===== config.mk =====
export PLATFORM = sky130hd
export DESIGN_NAME = dropout_backward_gate
export DESIGN_NICKNAME = d
export VERILOG_FILES = /design/src/rtl/dropout_pkg.sv /design/src/rtl/mask_lifo.sv /design/src/rtl/dropout_backward_gate.sv
export SDC_FILE = /design/constraint.sdc
export NUM_CORES = 1
export LEC_CHECK = 0
export ABC_AREA = 0
export BUFFER_PORTS_ARGS = -buffer_cell sky130_fd_sc_hd__buf_2
export CORE_MARGIN = 10
export CORE_UTILIZATION = 43
export CTS_CLUSTER_SIZE = 8
export DETAILED_ROUTE_END_ITERATION = 16
export GPL_TIMING_DRIVEN = 1
export SYNTH_ARGS = -nofsm -noshare
export SYNTH_HDL_FRONTEND = slang
export SYNTH_SLANG_ARGS = --single-unit

===== constraint.sdc =====
create_clock -name clk -period 5.3 [get_ports clk]
set_clock_uncertainty 0.1 [all_clocks]
set_input_delay 0.265 -clock clk [delete_from_list [all_inputs] [get_ports clk]]
set_output_delay 0.265 -clock clk [all_outputs]
set_load 0.005 [all_outputs]

===== src/rtl/dropout_pkg.sv =====
// Shared definitions for the dropout backward gate: default sizes, FSM states
// and the saturating left-shift used to rescale kept gradients.
package dropout_pkg;

  localparam int DEF_NEURONS     = 8;
  localparam int DEF_DEPTH       = 8;
  localparam int DEF_GW          = 8;
  localparam int DEF_SCALE_SHIFT = 1;

  typedef enum logic {
    IDLE   = 1'b0,
    STREAM = 1'b1
  } state_t;

  // Shift is done in 64 bits so no bits are lost before clamping to a gw-bit range.
  function automatic longint sat_shl(input longint value, input int shift, input int gw);
    longint v;
    longint maxv;
    longint minv;
    v    = value <<< shift;
    maxv = (longint'(1) <<< (gw - 1)) - 1;
    minv = -(longint'(1) <<< (gw - 1));
    if (v > maxv) begin
      v = maxv;
    end else if (v < minv) begin
      v = minv;
    end
    return v;
  endfunction

endpackage


===== src/rtl/mask_lifo.sv =====
// LIFO of dropout masks; a same-cycle push and pop returns the old top and
// writes the new mask into the slot the pop vacates.
module mask_lifo #(
  parameter int DEPTH = 8,
  parameter int WIDTH = 8,
  parameter int AW    = $clog2(DEPTH),
  parameter int CW    = $clog2(DEPTH) + 1
) (
  input  logic             clk,
  input  logic             rst_n,
  input  logic             i_clear,
  input  logic             i_push,
  input  logic             i_pop,
  input  logic [WIDTH-1:0] i_din,
  output logic [WIDTH-1:0] o_dout,
  output logic [CW-1:0]    o_count,
  output logic             o_full,
  output logic             o_empty,
  output logic             o_overflow
);

  logic [WIDTH-1:0] r_stack [DEPTH];
  logic [CW-1:0]    r_count;
  logic [AW-1:0]    w_top_idx;
  logic [AW-1:0]    w_push_idx;
  logic             w_do_pop;
  logic             w_full;
  logic             w_empty;

  assign w_full     = (r_count == CW'(DEPTH));
  assign w_empty    = (r_count == '0);
  assign w_top_idx  = AW'(r_count - CW'(1));
  assign w_push_idx = AW'(r_count);
  assign w_do_pop   = i_pop & ~w_empty;

  always_ff @(posedge clk or negedge rst_n) begin
    if (!rst_n) begin
      r_count <= '0;
      for (int i = 0; i < DEPTH; i++) r_stack[i] <= '0;
    end else if (i_clear) begin
      r_count <= '0;
      for (int i = 0; i < DEPTH; i++) r_stack[i] <= '0;
    end else if (w_do_pop && i_push) begin
      r_stack[w_top_idx] <= i_din;
    end else if (w_do_pop) begin
      r_count <= r_count - CW'(1);
    end else if (i_push && !w_full) begin
      r_stack[w_push_idx] <= i_din;
      r_count             <= r_count + CW'(1);
    end
  end

  assign o_dout     = r_stack[w_top_idx];
  assign o_count    = r_count;
  assign o_full     = w_full;
  assign o_empty    = w_empty;
  assign o_overflow = i_push & ~w_do_pop & w_full;

endmodule


===== src/rtl/dropout_backward_gate.sv =====
// Backward dropout gate: pops forward masks in reverse order and zeroes or
// rescales (saturating shift) each neuron's gradient in a serial stream.
module dropout_backward_gate
  import dropout_pkg::*;
#(
  parameter int NEURONS     = DEF_NEURONS,
  parameter int DEPTH       = DEF_DEPTH,
  parameter int GW          = DEF_GW,
  parameter int SCALE_SHIFT = DEF_SCALE_SHIFT,
  parameter int IW          = $clog2(NEURONS),
  parameter int CW          = $clog2(DEPTH) + 1
) (
  input  logic                 clk,
  input  logic                 rst_n,
  input  logic                 i_ena,
  input  logic                 i_clear,
  input  logic                 i_fwd_mask_valid,
  input  logic [NEURONS-1:0]   i_fwd_mask,
  input  logic                 i_grad_valid,
  input  logic signed [GW-1:0] i_grad_in,
  output logic                 o_grad_ready,
  output logic signed [GW-1:0] o_grad_out,
  output logic                 o_out_valid,
  output logic [IW-1:0]        o_out_idx,
  output logic                 o_out_last,
  output logic [CW-1:0]        o_stack_count,
  output logic                 o_stack_full,
  output logic                 o_stack_empty,
  output logic                 o_err_overflow,
  output logic                 o_err_underflow
);

  state_t                r_state;
  state_t                w_next_state;
  logic [IW-1:0]         r_idx;
  logic [NEURONS-1:0]    r_mask;
  logic signed [GW-1:0]  r_grad_out;
  logic                  r_out_valid;
  logic [IW-1:0]         r_out_idx;
  logic                  r_out_last;
  logic                  r_err_overflow;
  logic                  r_err_underflow;

  logic                  w_ready;
  logic                  w_accept;
  logic                  w_pop;
  logic                  w_push;
  logic                  w_underflow;
  logic                  w_last_idx;
  logic [NEURONS-1:0]    w_lifo_dout;
  logic [CW-1:0]         w_lifo_count;
  logic                  w_lifo_full;
  logic                  w_lifo_empty;
  logic                  w_lifo_overflow;
  logic signed [GW-1:0]  w_scaled;

  assign w_push     = i_fwd_mask_valid & i_ena;
  assign w_last_idx = (r_idx == IW'(NEURONS - 1));
  assign w_scaled   = GW'(sat_shl(longint'(i_grad_in), SCALE_SHIFT, GW));

  mask_lifo #(
    .DEPTH (DEPTH),
    .WIDTH (NEURONS)
  ) u_mask_lifo (
    .clk        (clk),
    .rst_n      (rst_n),
    .i_clear    (i_clear),
    .i_push     (w_push),
    .i_pop      (w_pop),
    .i_din      (i_fwd_mask),
    .o_dout     (w_lifo_dout),
    .o_count    (w_lifo_count),
    .o_full     (w_lifo_full),
    .o_empty    (w_lifo_empty),
    .o_overflow (w_lifo_overflow)
  );

  always_ff @(posedge clk or negedge rst_n) begin
    if (!rst_n) begin
      r_state <= IDLE;
    end else if (i_clear) begin
      r_state <= IDLE;
    end else if (i_ena) begin
      r_state <= w_next_state;
    end
  end

  always_comb begin
    w_next_state = r_state;
    case (r_state)
      IDLE:    if (!w_lifo_empty) w_next_state = STREAM;
      STREAM:  if (w_accept && w_last_idx) w_next_state = IDLE;
      default: w_next_state = IDLE;
    endcase
  end

  always_comb begin
    w_ready     = 1'b0;
    w_pop       = 1'b0;
    w_underflow = 1'b0;
    case (r_state)
      IDLE: begin
        w_pop       = i_ena & ~i_clear & ~w_lifo_empty;
        w_underflow = i_ena & i_grad_valid & w_lifo_empty;
      end
      STREAM:  w_ready = i_ena;
      default: w_ready = 1'b0;
    endcase
    w_accept = w_ready & i_grad_valid;
  end

  // Pop loads the mask for the next pass; accepted words are gated and registered.
  always_ff @(posedge clk or negedge rst_n) begin
    if (!rst_n) begin
      r_idx           <= '0;
      r_mask          <= '0;
      r_grad_out      <= '0;
      r_out_valid     <= 1'b0;
      r_out_idx       <= '0;
      r_out_last      <= 1'b0;
      r_err_overflow  <= 1'b0;
      r_err_underflow <= 1'b0;
    end else if (i_clear) begin
      r_idx           <= '0;
      r_mask          <= '0;
      r_grad_out      <= '0;
      r_out_valid     <= 1'b0;
      r_out_idx       <= '0;
      r_out_last      <= 1'b0;
      r_err_overflow  <= 1'b0;
      r_err_underflow <= 1'b0;
    end else if (!i_ena) begin
      r_out_valid <= 1'b0;
    end else begin
      r_out_valid <= w_accept;
      if (w_pop) begin
        r_mask <= w_lifo_dout;
        r_idx  <= '0;
      end
      if (w_accept) begin
        r_grad_out <= r_mask[r_idx] ? w_scaled : '0;
        r_out_idx  <= r_idx;
        r_out_last <= w_last_idx;
        r_idx      <= w_last_idx ? '0 : r_idx + IW'(1);
      end
      if (w_lifo_overflow) r_err_overflow <= 1'b1;
      if (w_underflow) r_err_underflow <= 1'b1;
    end
  end

  assign o_grad_ready    = w_ready;
  assign o_grad_out      = r_grad_out;
  assign o_out_valid     = r_out_valid;
  assign o_out_idx       = r_out_idx;
  assign o_out_last      = r_out_last;
  assign o_stack_count   = w_lifo_count;
  assign o_stack_full    = w_lifo_full;
  assign o_stack_empty   = w_lifo_empty;
  assign o_err_overflow  = r_err_overflow;
  assign o_err_underflow = r_err_underflow;

endmodule


==> results.yml, run 1 <==
setup_path:
  ff2ff_setup_slack_ps: 2160
  critical_path.startpoint_type: "register"
  required_ps: 5440
  worst_path_largest_cell_delay_ps: 590
  rr_worst_depth: 7
  end_kind: "register"
  critPathKind: "register to register"
  worstPathMaxFanout: 25
  cp_slowest_cell: "ha_1"
  crit_chain: "inv_1 -> ha_1 -> buf_4 -> clkinv_1 -> o2111ai_1 -> nand2b_1 -> nand3_1"
  critPathArrivalTime_ps: 3280
detailed_routing:
  drt_iter0_drc: 607
  drc: 0
  wl_per_cell_microns: 20.93
  vias: 5017
  routed_wirelength_microns: 16520
  drt_first_pass_iters: 6
  ant_nets: 0
  via_per_inst: 6.359
floorplan:
  placeableCoreArea_sq_um: 12620
  ios: 44
  rows: 41
  die_h_microns: 133.6
  dieArea_sq_um: 17840
  initial_core_util: 0.4395
  die_w_microns: 133.6
synthesis:
  synth_simple_gate_area_frac: 0.2488
  synth_top_family_by_area: "simple AND/OR/NAND/NOR gates"
  synth-seq-cells: 95
  synth_edf_count: 0
  async_flop_share: 1.000
  synth_top_flop_cell: "dfrtp_1"
  synth_xor_area_frac: 0.008121
  netlist_area_sq_um: 5547
  synth_compound_area_frac: 0.1450
  avgSynthCellArea_sq_um: 9.369
  synthAdderAreaFrac: 0.01985
  muxShareOfSynthArea: 0.1020
  synthCells: 592
  ys_warn_count: 0
  syn_nets: 618
  seq_area_frac_synth: 0.4286
  synth_cell_types: 56
clock_network:
  cts_root_buffer: "clkbuf_16"
  numCtsBuffers: 9
  clk_pin_slew_worst_paths_ps: 70
  clock_latency_ps: 360
  cts_setup_buffers: 0
  cts_tree: "built"
  post_cts_resized: 0
  clock-sinks: 95
  htree_levels: 3
  clockBufferDepth: 2
  cts_hold_buffers: 1
outcome:
  status: "finished, final reports clean"
global_routing:
  antenna_found_initial: 0
  grt_max_degree: 77
  grt_pass1_wl_microns: 26780
  gr-usage-all-layers: 0.1870
  grt_pass1_vias: 4870
  overflow: 0
job:
  maxCapViolations: 0
timing:
  rsz0062_at_grt: "false"
  layout_min_cycle_time_ps: 3141
  setup_tns_ps: 0
  slew_headroom: 0.2162
  fmax_mhz: 318.4
  period_share: 0.5926
  tightest_slew_ps: 1170
  setup_violations: 0
  maxSlewViolCount: 0
  hold_viol_final: 0
  setup_ws_ps: 2159
finish:
  final_util: 0.4863
  final_common_cell: "dfrtp_1"
  syn2layout_area_growth_pct: 10.65
  final.fill_count: 1218
  final_cell_mix: "dfrtp_1 (95), nand2_1 (71), nand3_1 (63), nand4_1 (59), o21ai_0 (53)"
  fin_nets: 638
  drive_gt1_frac: 0.1491
  num_antenna_cells: 0
pwr:
  leakagePower_uw: 0.002772
  p_int_uw: 1373
  switching_power_uw: 827.6
  clockPowerShare: 0.291
  switching_share: 0.3760
  ir_drop_mv: 0.1818
  combPwrFrac: 0.307
  power_density_nw_per_um2: 358.6
  seqPwrFrac: 0.402
worst_hold_path:
  min_path_type: "primary input to register"
  holdPathStages: 2
placement:
  dp.final_hpwl_microns: 11470
  place_ws_ps: 2243
  gp_congestion: 0.8670
  io_buffer_count: 43
## power groups by stage
stage,Sequential (uW),Combinational (uW),Clock (uW)
floorplan,856,551,0
global placement,891,662,0
detailed placement,896,672,0
CTS,882,675,652
global route,894,739,680
finish,885,676,640
## synth_stat cells (3+ instances only)
| cell | count | area, sq um |
|---|---|---|
| a211o_1 | 3 | 26.28 |
| a211oi_1 | 8 | 60.06 |
| a21oi_1 | 10 | 50.05 |
| a22o_1 | 10 | 87.58 |
| a32o_1 | 6 | 60.06 |
| a32oi_1 | 9 | 78.83 |
| and2_1 | 3 | 18.77 |
| and3_1 | 4 | 25.02 |
| buf_1 | 9 | 33.78 |
| buf_2 | 16 | 80.08 |
| buf_6 | 4 | 45.04 |
| clkbuf_1 | 18 | 67.56 |
| dfrtp_1 | 95 | 2377 |
| ha_1 | 4 | 50.05 |
| inv_1 | 6 | 22.52 |
| maj3_1 | 6 | 60.06 |
| mux2i_1 | 34 | 340.3 |
| mux4_2 | 10 | 225.2 |
| nand2_1 | 71 | 266.5 |
| nand2b_1 | 18 | 112.6 |
| nand3_1 | 63 | 315.3 |
| nand4_1 | 59 | 369.1 |
| nor2_1 | 18 | 67.56 |
| nor2b_1 | 4 | 25.02 |
| nor3_1 | 12 | 60.06 |
| nor4_1 | 3 | 18.77 |
| o21ai_0 | 53 | 265.3 |
## critical path: cells and delay by family (launching register included)
family	cells	cell delay [ps]
compound gates	1	510
fa+ha+maj	1	590
simple gates	2	290
buf+inv	3	940
flops	1	570
## layout make-up
type,instances,area [sq um],area share
clock buffers,10,229.0,0.03731
clock inverters,6,55.05,0.008970
inverters,8,30.03,0.004893
multi-input cells,441,2905,0.4734
flip-flops and latches,95,2377,0.3874
well taps,172,215.2,0.03507
repair buffers,57,325.3,0.05301
## metal layers
metal  track usage  share of wire  vias to the layer above
met5             0              0                        -
met4       0.08706          0.034                        0
met3       0.04662          0.076                       43
met2        0.2839           0.46                      224
met1        0.2445           0.43                     2476
li1              -              -                     2274
## sequential cells by signal (all words and copies together), names as in the netlist
signal	count
r_mask	8
r_idx	3
o_err_overflow	1
o_out_idx	3
o_grad_out	8
o_err_underflow	1
o_out_valid	1
u_mask_lifo.r_stack	64
u_mask_lifo.o_count	4
r_state	1
o_out_last	1
## stage by stage
stage / hold WS, ps / cell area, sq um / power (uW) / instances
after floorplan: -130.6 / 5547 / 1407 / 592
after global placement: 187.4 / 5843 / 1552 / 772
after detailed placement: 194.4 / 5843 / 1567 / 772
after CTS: 45.21 / 6137 / 2209 / 789
after global routing: 55.62 / 6137 / 2313 / 789
final: 47.27 / 6137 / 2201 / 789
## logic make-up after synthesis
family / Yosys count
xor+xnor: 3
buf+inv: 56
simple gates: 266
compound gates: 118
flops: 95
mux: 44
fa+ha+maj: 10
## worst paths after layout
path / endpoint / start
min: o_grad_out[7] / i_grad_in[7]
max: u_mask_lifo.r_stack[10] / u_mask_lifo.o_count[1]
min reg2reg: o_grad_out[0] / o_grad_out[0]
max in group asynchronous: u_mask_lifo.r_stack[5] / rst_n
min in group asynchronous: u_mask_lifo.o_count[2] / rst_n
max reg2reg: u_mask_lifo.r_stack[10] / u_mask_lifo.o_count[1]
No activity file was read; power rests on OpenSTA's default activity.
==> inputs of run 2 (changes only) <==
--- a/config.mk
+++ b/config.mk
@@ -5,7 +5,7 @@
 export SDC_FILE = /design/constraint.sdc
 export NUM_CORES = 1
 export LEC_CHECK = 0
-export ABC_AREA = 0
+export ABC_AREA = 1
 export BUFFER_PORTS_ARGS = -buffer_cell sky130_fd_sc_hd__buf_2
 export CORE_MARGIN = 10
 export CORE_UTILIZATION = 43
==> constraint.sdc (replaced) <==
create_clock -name clk -period 2.65 [get_ports clk]
set_clock_uncertainty 0.1 [all_clocks]
set_input_delay 0.1325 -clock clk [delete_from_list [all_inputs] [get_ports clk]]
set_output_delay 0.1325 -clock clk [all_outputs]
set_load 0.005 [all_outputs]
==> run 2 against run 1 <==
  * Total power grew 120%
  * Critical endpoint is now u_mask_lifo.r_stack[12]
  * Sequential share of layout area grew 0.72 points
  * Wire length shrank 8.0%
  * Largest power group unchanged
  * Setup slack lost 1900 ps
  * Flip-flop and latch count is the same
  * Clock power grew 120%
  * Synthesized area shrank 4.8%
  * Hold slack lost 23 ps
  * Critical path depth grew 4
  * Via count shrank 0.68%
==> results.yml, run 2 <==
setup_path:
  critPathKind: "register to register"
  required_ps: 2850
  rr_worst_depth: 11
  end_kind: "register"
  critPathArrivalTime_ps: 2550
  worstPathMaxFanout: 13
  critical_path.startpoint_type: "register"
synthesis:
  synth_top_flop_cell: "dfrtp_1"
  syn_nets: 775
  avgSynthCellArea_sq_um: 7.053
  async_flop_share: 1.000
  synthCells: 749
  synthTopCellsByArea: "dfrtp_1 (45%), nand2_1 (26%), nor2_1 (5.2%)"
  synth_cell_types: 34
  ys_warn_count: 0
  synthTopCellsByCount: "nand2_1 (359), dfrtp_1 (95), nor2_1 (73)"
  synth_top_area_frac: 0.4500
  seq_area_frac_synth: 0.4500
  synth-seq-cells: 95
  yosysTopAreaCell: "dfrtp_1"
  netlist_area_sq_um: 5283
  synth_edf_count: 0
  synth_most_common_cell: "nand2_1"
timing:
  setup_violations: 0
  hold_viol_final: 0
  fmax_mhz: 424.5
  period_share: 0.8890
  whs_ps: 24.28
  setup_tns_ps: 0
  slew_headroom: 0.6334
  maxSlewViolCount: 0
  rsz0062_at_grt: "false"
  layout_min_cycle_time_ps: 2356
  tightest_slew_ps: 548.6
global_routing:
  gr-usage-all-layers: 0.1862
  grt_pass1_wl_microns: 24740
  grt_max_degree: 56
  antenna_found_initial: 0
  grt_pass1_vias: 4838
  overflow: 0
finish:
  num_antenna_cells: 0
  final.fill_count: 1213
  multi_input_area_sq_um: 2634
  final_cell_mix: "nand2_1 (359), dfrtp_1 (95), nor2_1 (73), nand3_1 (49), buf_2 (42)"
  largest_reg_flops: 64
  regArea_sq_um: 2377
  drive_gt1_frac: 0.1273
  final_common_cell: "nand2_1"
  stdcell_area_sq_um: 6026
  syn2layout_area_growth_pct: 14.07
  largest-register: "u_mask_lifo.r_stack"
  fin_nets: 822
detailed_routing:
  routed_wirelength_microns: 15200
  drt_first_pass_iters: 7
  ant_nets: 0
  via_per_inst: 5.256
  vias: 4983
  wl_per_cell_microns: 16.03
  drt_iter0_drc: 450
  drc: 0
pwr:
  leakagePower_uw: 0.003228
  power_density_nw_per_um2: 797.9
  ir_drop_mv: 0.3179
clock_network:
  cts_root_buffer: "clkbuf_16"
  htree_levels: 3
  clockBufferDepth: 2
  numCtsBuffers: 9
  clock-sinks: 95
  clk_pin_slew_worst_paths_ps: 70
  cts_tree: "built"
  post_cts_resized: 0
  clock_latency_ps: 360
placement:
  io_buffer_count: 43
  gp_congestion: 0.9052
  postPlaceCellArea_sq_um: 5614
  dp.final_hpwl_microns: 10690
job:
  maxCapViolations: 0
floorplan:
  ios: 44
  placeableCoreArea_sq_um: 12010
  initial_core_util: 0.4398
  rows: 40
  dieArea_sq_um: 17120
  die_w_microns: 130.8
  die_h_microns: 130.8
outcome:
  status: "finished, final reports clean"
worst_hold_path:
  holdPathStages: 5
  min_path_type: "primary input to register"
[run 2: cell count changes after synthesis, moves of 11 or more]
cell      delta
a21oi_1     +23
inv_1       +22
mux2i_1     -34
nand2_1    +288
nand2b_1    -18
nand3_1     -14
nand4_1     -51
nor2_1      +55
nor3_1      -11
o21ai_0     -31
[run 2: stage by stage]
| stage | instances | total power, uW | setup slack [ps] | util |
|---|---|---|---|---|
| 2_1_floorplan | 749 | 2968 | 299.8 | - |
| 3_3_place_gp | 922 | 3410 | 427.0 | 0.4674 |
| 3_5_place_dp | 922 | 3430 | 338.3 | 0.4674 |
| 4_1_cts | 948 | 4835 | 333.6 | 0.5017 |
| 5_1_grt | 948 | 5108 | 91.01 | 0.5017 |
| 6_report | 948 | 4808 | 294.0 | 0.5017 |
[run 2: path summary, 6_finish.rpt]
check                      slack, ps              startpoint                      end
max in group asynchronous       1580                   rst_n  u_mask_lifo.r_stack[43]
max                              290  u_mask_lifo.o_count[1]  u_mask_lifo.r_stack[12]
max reg2reg                      290  u_mask_lifo.o_count[1]  u_mask_lifo.r_stack[12]
min in group asynchronous        190                   rst_n  u_mask_lifo.r_stack[27]
min reg2reg                      380           o_grad_out[7]            o_grad_out[7]
min                               20            i_grad_in[6]            o_grad_out[6]
[run 2: cell families (layout without fill, tap and decap cells)]
logic type                 after synthesis  after routing  share of synthesized area
and+or+nand+nor                        520            520                     0.4178
adders and majority gates                4              4                   0.009475
buffers and inverters                   59            111                    0.05140
DFF                                     95             95                     0.4500
AOI/OAI and AO/OA                       69             69                    0.06798
xor gates and xnor gates                 2              2                   0.003317
[run 2: cell type report]
cell class              instances  share of cell area
clock buffers                   9             0.03738
repair buffers                 60             0.06354
flip-flops and latches         95              0.3945
inverters                      35             0.02263
well taps                     147             0.03052
multi-input cells             595              0.4371
clock inverters                 7             0.01433
[run 2: routing by layer]
metal	global-route usage	part of all wire	wire length (microns)
met5	0	0	0
met4	0.08306	0.021	319
met3	0.03546	0.071	1076
met2	0.2843	0.44	6682
met1	0.2509	0.47	7117
[run 2: report_power, final]
part	internal (uW)	switching [uW]	leakage, uW
Sequential	1630	157	0.00131
Clock	753	624	0.000150
Combinational	459	1190	0.00177
[run 2: repair_timing]
| action | CTS | global route |
|---|---|---|
| setup endpoints to repair | 0 | 0 |
| hold buffers | 10 | 0 |
| setup buffers | 0 | 0 |
| hold endpoints to repair | 49 | 0 |
[run 2: critical path, stage by stage, from the launching register on]
cell and delay [ps]:
dfrtp_1 510, inv_1 100, ha_1 270, inv_1 110, nand2_1 50, nand2_1 360, nand3_1 120, nand3_1 190
nand2_1 120, nor2_4 190, nand2_1 90, nand2_1 70
